## src/rtl/polyphase_split_stream.sv

```systemverilog
// polyphase_split_stream: split a raster pixel stream into four row/column parity FIFOs
module polyphase_split_stream #(
  parameter int WIDTH      = 16,
  parameter int ROWS       = 224,
  parameter int COLS       = 224,
  parameter int FIFO_DEPTH = 4
) (
  input  logic                 clk,
  input  logic                 rst,
  input  logic                 in_valid,
  output logic                 in_ready,
  input  logic [WIDTH-1:0]     in_data,
  output logic [3:0]           out_valid,
  input  logic [3:0]           out_ready,
  output logic [4*WIDTH-1:0]   out_data,
  output logic                 divide_done,
  output logic                 busy
);
  localparam int AW = $clog2(FIFO_DEPTH);
  localparam int RW = ROWS > 2 ? $clog2(ROWS) : 1;
  localparam int CW = COLS > 2 ? $clog2(COLS) : 1;
  typedef enum logic [1:0] {RUN, DRAIN, DONE} state_t;
  state_t r_state, w_next;
  logic [RW-1:0] r_row;
  logic [CW-1:0] r_col;
  logic [1:0] w_phase;
  logic [3:0] w_full, w_push, w_pop, w_empty_next;
  logic w_accept, w_last, w_col_end, r_busy;
  assign w_phase   = {r_row[0], r_col[0]};
  assign in_ready  = (r_state == RUN) && !w_full[w_phase];
  assign w_accept  = in_valid && in_ready;
  assign w_col_end = r_col == CW'(COLS - 1);
  assign w_last    = w_accept && w_col_end && r_row == RW'(ROWS - 1);
  for (genvar k = 0; k < 4; k++) begin : g_ph
    logic [WIDTH-1:0] r_mem [FIFO_DEPTH];
    logic [AW-1:0] r_wp, r_rp;
    logic [AW:0] r_cnt;
    assign w_full[k]       = r_cnt == (AW+1)'(FIFO_DEPTH);
    assign out_valid[k]    = r_cnt != '0;
    assign w_push[k]       = w_accept && w_phase == 2'(k);
    assign w_pop[k]        = out_valid[k] && out_ready[k];
    // empty after this edge: nothing pushed and at most the last entry leaving
    assign w_empty_next[k] = !w_push[k] && (r_cnt == '0 || (r_cnt == (AW+1)'(1) && w_pop[k]));
    assign out_data[k*WIDTH +: WIDTH] = out_valid[k] ? r_mem[r_rp] : '0;
    always_ff @(posedge clk or posedge rst)
      if (rst) begin
        r_wp  <= '0;
        r_rp  <= '0;
        r_cnt <= '0;
      end else begin
        if (w_push[k]) r_wp <= r_wp + AW'(1);
        if (w_pop[k]) r_rp <= r_rp + AW'(1);
        r_cnt <= r_cnt + (AW+1)'(w_push[k]) - (AW+1)'(w_pop[k]);
      end
    always_ff @(posedge clk)
      if (w_push[k]) r_mem[r_wp] <= in_data;
  end
  always_ff @(posedge clk or posedge rst)
    if (rst) r_state <= RUN;
    else r_state <= w_next;
  always_comb
    w_next = r_state == RUN   ? (w_last ? DRAIN : RUN) :
             r_state == DRAIN ? (&w_empty_next ? DONE : DRAIN) : RUN;
  always_comb begin
    divide_done = r_state == DONE;
    busy        = r_busy;
  end
  always_ff @(posedge clk or posedge rst)
    if (rst) begin
      r_row  <= '0;
      r_col  <= '0;
      r_busy <= 1'b0;
    end else begin
      if (w_accept) begin
        r_col <= w_col_end ? '0 : r_col + CW'(1);
        r_row <= w_last ? '0 : w_col_end ? r_row + RW'(1) : r_row;
      end
      r_busy <= w_next == DONE ? 1'b0 : w_accept ? 1'b1 : r_busy;
    end
endmodule

```

## config.mk

```make
export PLATFORM = sky130hd
export DESIGN_NAME = polyphase_split_stream
export DESIGN_NICKNAME = d
export VERILOG_FILES = /design/src/rtl/polyphase_split_stream.sv
export SDC_FILE = /design/constraint.sdc
export NUM_CORES = 1
export LEC_CHECK = 0
export CORE_MARGIN = 8
export CORE_UTILIZATION = 45
export CTS_CLUSTER_DIAMETER = 30
export DETAILED_ROUTE_END_ITERATION = 6
export PLACE_DENSITY = 0.74
export SETUP_SLACK_MARGIN = 0.1
export SYNTH_ARGS = -nofsm -noshare
export SYNTH_HDL_FRONTEND = slang
export SYNTH_SLANG_ARGS = --single-unit
```

## constraint.sdc

```tcl
create_clock -name clk -period 3.5 [get_ports clk]
set_clock_uncertainty 0.1 [all_clocks]
set_input_delay 0.525 -clock clk [delete_from_list [all_inputs] [get_ports clk]]
set_output_delay 0.525 -clock clk [all_outputs]
set_load 0.03 [all_outputs]
```

### Yosys cells after proc, flatten, opt, wreduce, memory -nomap -nowiden

Memory sizes are Yosys's and may differ from the RTL's.
Cells that the tools add are included.

| word-level totals | value |
|---|---|
| register bits | 47 |
| RAM bits | 256 |
| input port bits | 23 |
| output and inout bits | 71 |
| word-level logic and storage cells | 121 |
| memories kept | 4 |

Memories:

| name | depth | bits a word | rd ports | clocked after Yosys merged registers in | write ports | line | text |
|---|---|---|---|---|---|---|---|
| g_ph[0].r_mem | 4 | 16 | 1 | 0 | 1 | 35 | `logic [WIDTH-1:0] r_mem [FIFO_DEPTH];` |
| g_ph[1].r_mem | 4 | 16 | 1 | 0 | 1 | 35 |  |
| g_ph[2].r_mem | 4 | 16 | 1 | 0 | 1 | 35 |  |
| g_ph[3].r_mem | 4 | 16 | 1 | 0 | 1 | 35 |  |

| cells by class | value |
|---|---|
| add/sub/neg operators | 18 |
| $lt $le $gt $ge | 1 |
| equality and inequality tests | 16 |
| mux-type cells | 23 |
| reduce and logical (&&, ||, !) cells | 43 |

Operators with widths:

| operator | number |
|---|---|
| $mux W16 | 4 |
| $mux W8 | 3 |
| $logic_and A1 B1 Y1 | 20 |
| $add A2 B1 Y2 const B | 8 |
| $add A8 B1 Y8 const B | 2 |
| $eq A8 B8 Y1 const B | 2 |
| $add A3 B1 Y3 | 4 |
| $eq A3 B1 Y1 const B | 4 |
| $eq A3 B3 Y1 const B | 4 |
| $logic_not A3 Y1 | 4 |
| $mux W1 | 12 |
| $reduce_bool A3 Y1 | 4 |
| $sub A3 B1 Y3 | 4 |
| $eq A2 B2 Y1 const B | 4 |
| $mux W2 | 3 |
| $logic_not A1 Y1 | 5 |
| $eq A2 B1 Y1 const B | 2 |
| $logic_not A2 Y1 | 2 |
| $logic_or A1 B1 Y1 | 4 |
| $reduce_and A4 Y1 | 1 |
| $reduce_bool A2 Y1 | 2 |
| $lt A2 B3 Y1 const B | 1 |
| $bmux W1 S2 | 1 |
| $reduce_and A2 Y1 | 1 |

### Longest topological paths before layout

| depth | value |
|---|---|
| depth in word-level cells | 15 |
| mapped depth | 9 |
| mapped depth without buffers | 8 |

### Worst setup path after synthesis

OpenSTA, ideal clock, no wires.

| timing | value |
|---|---|
| kind | reg-to-reg |
| from | register g_ph[0].r_cnt[2] |
| to | register g_ph[0].r_cnt[2] |
| setup time | 0.123 ns |
| arrival time | 2.191 ns |
| required time | 3.277 ns |
| setup slack | 1.087 ns |
| cell stages (with the launch flop) | 10 |
| path buffers | 1 |
| period minus slack after synthesis | 2.413 ns |
| cells stage by stage | dfrtp_1 -> or3_1 -> clkbuf_1 -> and2_1 -> ha_1 -> inv_1 -> ha_1 -> fa_1 -> xor2_1 -> xnor2_1 |

| between the ends | value |
|---|---|
| cells in the longest elaborated chain, start to end | 9 |
| elaborated cells on any way between the ends | 11 |
| those cells by class | 2 x add/sub; 1 x eq/ne; 2 x mux; 6 x reduce/logical |

RTL lines:

| what | line | text |
|---|---|---|
| start, declared | 37 | `logic [AW:0] r_cnt;` |
| start signal, assigned | 53 | `r_cnt <= r_cnt + (AW+1)'(w_push[k]) - (AW+1)'(w_pop[k]);` |
| $eq A3 B3 Y1 | 38 | `assign w_full[k] = r_cnt == (AW+1)'(FIFO_DEPTH);` |
| $bmux W1 S2 | 30 | `assign in_ready = (r_state == RUN) && !w_full[w_phase];` |
| $mux W1 (implied by the code) | 30 |  |
| $logic_not A1 Y1 | 30 |  |
| $logic_and A1 B1 Y1 | 30 |  |
| $logic_and A1 B1 Y1 | 31 | `assign w_accept = in_valid && in_ready;` |
| $logic_and A1 B1 Y1 | 40 | `assign w_push[k] = w_accept && w_phase == 2'(k);` |
| $add A3 B1 Y3 | 53 |  |
| $sub A3 B1 Y3 (*) | 53 |  |

Mark *: on every way between the ends. The rest lies on a longest branch, timed or not. The select of a mux whose other input is x is not followed.
A chain may end at the register's enable or synchronous reset.

### Worst setup path in the final report

| timing | value |
|---|---|
| from | register g_ph[0].r_rp[0] |
| to | output port out_data[2] |

| between the ends | value |
|---|---|
| cells in the longest elaborated chain, start to end | 2 |

RTL lines:

| what | line | text |
|---|---|---|
| start, declared | 36 | `logic [AW-1:0] r_wp, r_rp;` |
| start signal, assigned | 52 | `if (w_pop[k]) r_rp <= r_rp + AW'(1);` |
| $mem_v2 Z4 W16 | -- |  |
| $mux W16 | 44 | `assign out_data[k*WIDTH +: WIDTH] = out_valid[k] ? r_mem[r_rp] : '0;` |
| end, declared | 15 | `output logic [4*WIDTH-1:0] out_data,` |

Every way passes these cells.

==> metrics.md <==
| Metric | Value |
|---|---|
| Share of the synthesized area in the top cell type | 0.621 |
| Maximum VDD drop | 0.462 mV |
| Hold path cells | 1 |
| Post-Syn Area per Cell | 18.6 um^2 |
| XOR/XNOR Fraction of Synth Area | 0.0170 |
| Sequential share of the synthesized area | 0.716 |
| Largest net degree at the start of global routing | 48 |
| Post-synthesis compound-gate area fraction | 0.0154 |
| Final Hold Viols | 0 |
| Final period utilization | 0.933 |
| DRC viols | 0 |
| R2r endpoint | g_ph[3].r_cnt[2] |
| Crit Path Class | register to primary output |
| Asr flop ratio synth | 0.155 |
| Fmax | 306 MHz |
| H-Tree Depth | 2 |
| Final GP Congestion | 0.758 |
| Worst-skew pair later-pin latency | 540 ps |
| Share of layout cells above drive strength 1 | 0.229 |
| Commonest cells after routing, fill and taps aside | edfxtp_1, clkdlybuf4s50_1, and2_1, mux4_2, clkbuf_16 |
| Worst hold path endpoint | r_state[1] |
| Adder-Cell Fraction of Synth Area | 0.0328 |
| Area of the mapped netlist | 12400 um^2 |
| CTS Buffer Depth | 3 |
| Num CTS Buffers | 52 |
| DR pass1 iterations | 5 |
| Number of global-route vias before repair | 6926 |
| Multi-input gate area | 3270 um^2 |
| Hold_buf cts | 0 |
| Int Power | 9950 uW |
| Final Util | 0.583 |
| I/O pin cnt | 94 |
| FF-to-FF setup slack | 690 ps |
| CTS clk-pin slew, worst paths | 50 ps |
| Die Wd | 182 um |
| Cell variety after synth | 48 |
| Fin crit period | 3270 ps |
| Final wirelength | 25.0 mm |
| Hold Crit Class | register to register |
| Status | finished, final reports clean |
| Mux share of post-synthesis cell area | 0.121 |
| Critical-path top delay cell | clkdlybuf4s50_1 |
| CTS tree | done |
| #FFs+latches synth | 303 |
| # nets final | 862 |
| Post-DP HPWL | 15.2 mm |
| Leak | 0.00559 uW |
| # port buffers | 93 |
| Reg power frac | 0.317 |
| Post_cts resized | 0 |
| Syn nets | 717 |
| Row cnt | 60 |
| Storage cell area | 8860 um^2 |
| Area Growth Syn to Fin | 26.9% |
| Ys Warns | 0 |
| Power density cells | 939 nW/um^2 |
| Largest family of logic cells by synthesized area | multiplexers |
| Drt via density | 5.32 |
| Rel. slew slack | 0.334 |
| Final setup viols | 0 |
| CP Launch Type | register |
| Crit path required time | 2870 ps |
| Critical path peak fanout | 13 |
| Synth top area cells | edfxtp_1, mux4_2, dfrtp_1, and2_1, ha_1 |
| Comb pwr share | 0.331 |
| Chip height | 182 um |
| CP Launch Point | g_ph[0].r_rp[0] |
| First-pass GRT wire length | 39.5 mm |
| Routed Antenna Nets | 0 |
| P_sw | 4800 uW |
| FILL cells | 1921 |
| CP arrival | 2640 ps |
| Total core area | 27000 um^2 |
| HP Start | r_state[1] |
| Max Cap Viol | 0 |
| Largest area contributor in the netlist | edfxtp_1 |
| Switching part of the total | 0.325 |
| Slew Viols, Final | 0 |
| Reg2reg start | r_row[0] |
| CP Capture Type | primary output |
| Simple-gate portion of the synthesized area | 0.0778 |
| Root Buffer | clkbuf_16 |
| Clock power share | 0.352 |
| Fin Setup TNS | 0 ps |
| R2R cell count | 8 |
| Initial core utilization | 0.459 |
| Commonest non-fill, non-tap cell in the layout | edfxtp_1 |
| Postcts setup bufs | 0 |
| Ant. Diodes | 0 |
| Drt wl/cell | 21.0 um |
| Initial antenna violation count | 0 |
| Max stage delay on crit path | 610 ps |
| Worst Tran Pin Value | 997 ps |
| RSZ-0062 raised after global routing | false |
| Iter 0 DRT Violations | 421 |
| CTS Sinks | 303 |
| Cell chain of the critical path | buf_12, mux4_2, and2_1, clkdlybuf4s50_1 |
| GR Overflow Total | 0 |
| Gate Count Post-Synth | 664 |
| Via count | 6341 |
| Die area | 33100 um^2 |
| Dominant synthesized flop cell | edfxtp_1 |
| GR Util All Layers | 0.153 |
| Number of synthesized flops with an enable pin | 256 |
## logic make-up after synthesis
family	count (synthesis)
DFF	303
and+or+nand+nor	151
muxes	68
buffers and inverters	60
adders and majority gates	30
AOI/OAI and AO/OA	28
xor gates and xnor gates	24
## flip-flops by register name (all words and copies together), names as in the netlist
signal / cells
busy: 1
g_ph.r_cnt: 12
g_ph.r_mem: 256
g_ph.r_rp: 8
g_ph.r_wp: 8
r_col: 8
r_row: 8
r_state: 2
## how the worst max path moves through the flow
stage               cells past startpoint              endpoint
floorplan                               9      g_ph[0].r_cnt[2]
global placement                        6  g_ph[2].r_mem[1][11]
detailed placement                      6  g_ph[2].r_mem[1][12]
CTS                                     4           out_data[2]
global route                            4          out_data[18]
finish                                  4           out_data[2]
## per-stage QoR
stage / area, um^2 / power (uW) / instances / hold slack [ps] / setup slack [ps]
detailed placement: 13900 / 9650 / 1096 / 372 / 647
floorplan: 12400 / 7790 / 664 / 347 / 1090
CTS: 15700 / 14900 / 1193 / 384 / 183
global placement: 13900 / 9560 / 1096 / 366 / 689
global route: 15700 / 15400 / 1193 / 417 / 114
finish: 15700 / 14700 / 1193 / 384 / 233
## Yosys cell counts (all sizes together) (4+ instances only)
master  instances
and2           85
mux2            4
nor3            4
inv            31
mux4           64
nor2            5
o31ai           6
nand2          19
ha             26
clkbuf         14
nand3           4
o21ai          12
fa              4
xor2           11
or3             5
dfrtp          47
edfxtp        256
xnor2          13
buf            15
## critical path, delay by kind of cell (launching register included)
kind / cells / cell delay [ps]
flops: 1 / 560
buf+inv: 2 / 830
simple gates: 1 / 210
mux: 1 / 510
## power by group through the flow
stage	combinational [uW]	sequential (uW)	clock, uW
finish	4890	4670	5190
global route	5240	4720	5440
CTS	4970	4680	5270
detailed placement	4910	4740	0
global placement	4850	4720	0
floorplan	3250	4540	0
## routing by layer
layer	vias up	track usage	part of all wire
met1	3244	0.191	0.42
met3	36	0.0401	0.058
met4	0	0.0482	0.017
met2	197	0.257	0.51
li1	2864	-	-
met5	-	0	0
## layout make-up
type                            count  area share
Inverter                           31     0.00741
Sequential cell                   303       0.565
Multi-Input combinational cell    301       0.208
Timing Repair Buffer              120      0.0754
Tap cell                          341      0.0272
Clock buffer                       54      0.0840
Clock inverter                     43      0.0335
No activity file was read; power rests on OpenSTA's default activity.
==> edit: new RTL, same settings <==
Change the parameter `WIDTH` from 16 to 14.
--- a/src/rtl/polyphase_split_stream.sv
+++ b/src/rtl/polyphase_split_stream.sv
@@ -2,3 +2,3 @@
 module polyphase_split_stream #(
-  parameter int WIDTH      = 16,
+  parameter int WIDTH      = 14,
   parameter int ROWS       = 224,
Interface: changed (resized in_data and out_data); port bits go from 94 to 84. No check against the original RTL was run, so the function may have changed too.
==> edit against the original RTL <==
- worst setup slack gained 92 ps
- count of clock-buffer cells in the layout shrank 10
- largest power group is now registers
- area after synthesis shrank 10%
- power shrank 19%
- first-iteration DRC count shrank 4.3%
- utilization shrank 1.9 points
- wire length shrank 11%
- design area shrank 13%
- sequential cell count shrank 32
- critical path depth shrank 1
- combinational power shrank 21%
- final cell count shrank 10%
- global-route usage shrank 0.45 points
==> edit: results <==
# TYPE chip_impl_metric gauge
chip_impl_info{name="status",value="finished clean"} 1
chip_impl_metric{name="synthesis.nets",unit=""} 657
chip_impl_metric{name="max-vdd-ir-drop",unit="V"} 0.000498
chip_impl_metric{name="crit_path_max_incr_delay",unit="ps"} 800
chip_impl_metric{name="synth-edff-count",unit=""} 224
chip_impl_info{name="synth_top_cells_by_count",value="edfxtp_1 (224), and2_1 (72), mux4_2 (56)"} 1
chip_impl_metric{name="buffers",unit=""} 95
chip_impl_metric{name="gp_congestion",unit=""} 0.769
chip_impl_metric{name="p_leak",unit="nW"} 4.80
chip_impl_metric{name="grt_pass1_vias",unit=""} 6135
chip_impl_metric{name="dpl.hpwl",unit="um"} 14300
chip_impl_metric{name="sequential_cell_area_in_the_final_layout",unit="mm2"} 0.00790
chip_impl_metric{name="average_via_count_per_standard_cell",unit=""} 5.35
chip_impl_metric{name="syn_avg_cell_area",unit="um2"} 18.4
chip_impl_metric{name="worst_slack",unit="ps"} 325
chip_impl_info{name="netlist_top_cells_area",value="edfxtp_1 (60%), mux4_2 (11%), dfrtp_1 (11%), and2_1 (4.0%), ha_1 (2.9%)"} 1
chip_impl_metric{name="crit_fanout",unit=""} 15
chip_impl_metric{name="grt.total_usage",unit="%"} 14.9
chip_impl_metric{name="place.detailed.instances",unit=""} 1001
chip_impl_metric{name="detailedPlace.worstSlack",unit="ps"} 344
chip_impl_metric{name="layout-area-overhead-vs-synth",unit="%"} 23.1
chip_impl_metric{name="final_cell_area",unit="mm2"} 0.0137
chip_impl_metric{name="clock_cell_area_share",unit="%"} 10.0
chip_impl_metric{name="clock_buf_count",unit=""} 44
chip_impl_metric{name="synthDistinctLibCells",unit=""} 45
chip_impl_metric{name="num-nonclk-inverters",unit=""} 27
chip_impl_metric{name="proportion_of_cell_area_occupied_by_multi_input_gates",unit="%"} 21.8
chip_impl_metric{name="multiInputCombCellCount",unit=""} 284
chip_impl_info{name="cpMaxStageDelayCell",value="dfrtp_1"} 1
chip_impl_metric{name="internal-power",unit="mW"} 8.19
chip_impl_info{name="top_regs",value="g_ph.r_mem (224), g_ph.r_cnt (12)"} 1
chip_impl_metric{name="clock_latency_of_the_later_clocked_register_in_the_worst_skew_pair",unit="ps"} 510
chip_impl_metric{name="final_nets",unit=""} 771
chip_impl_metric{name="post_route_cells_drive_above_1_share",unit="%"} 19.1
chip_impl_metric{name="dr.pass1.iters",unit=""} 4
chip_impl_metric{name="port_buffers",unit=""} 83
chip_impl_metric{name="wire_length_of_the_first_global_routing_pass",unit="um"} 35000
chip_impl_metric{name="final-nonclk-buf-share",unit="%"} 6.72
chip_impl_metric{name="initialDrtViolationCount",unit=""} 403
chip_impl_metric{name="async_flop_share",unit="%"} 17.3
chip_impl_metric{name="total_number_of_vias",unit=""} 5733
[edit: cell types whose count changed after synthesis, moves of 3 or more]
cell      unedited run  this run
edfxtp_1           256       224
and2_1              85        72
mux4_2              64        56
nand3_1              4        10
buf_6                0         4
inv_1               31        27
buf_2               12         9
clkbuf_1            14        11
xnor2_1             13        16
xor2_1              11         8
[edit: per-layer routing]
layer,track usage (%),vias up,routed length [um]
met3,3.53,32,1290
li1,-,2566,-
met5,0,-,0
met1,19.1,2959,9410
met2,25.1,176,11100
met4,3.70,0,345
[edit: worst paths after layout]
check | to | startpoint | depth (start not counted)
min in group asynchronous | g_ph[3].r_rp[0] | rst | 2
min reg2reg | g_ph[2].r_rp[0] | g_ph[2].r_rp[0] | 1
max | out_data[54] | g_ph[3].r_rp[1] | 3
min | g_ph[2].r_rp[0] | g_ph[2].r_rp[0] | 1
max reg2reg | g_ph[1].r_mem[0][8] | r_row[0] | 5
max in group asynchronous | r_col[0] | rst | 2
[edit: logic make-up after synthesis]
kind of cell             share of synthesized area [%]
XOR/XNOR                                          1.89
AND/OR/NAND/NOR                                   7.97
AO/OA/AOI/OAI                                     1.52
adder cells (fa/ha/maj)                           3.64
buffers and inverters                             2.09
flip-flops                                        71.0
multiplexers                                      11.9
[edit: worst reg2reg max path: cells and delay by family (launching register included)]
family / cells / cell delay, ps
flops: 1 / 560
simple gates: 5 / 1870
[edit: power by group through the flow]
stage / clock, mW / combinational (mW) / sequential (mW)
detailed placement: 0 / 3.93 / 4.13
global route: 4.25 / 4.15 / 4.11
CTS: 4.11 / 3.95 / 4.08
floorplan: 0 / 2.68 / 3.96
global placement: 0 / 3.83 / 4.11
finish: 4.04 / 3.87 / 4.07
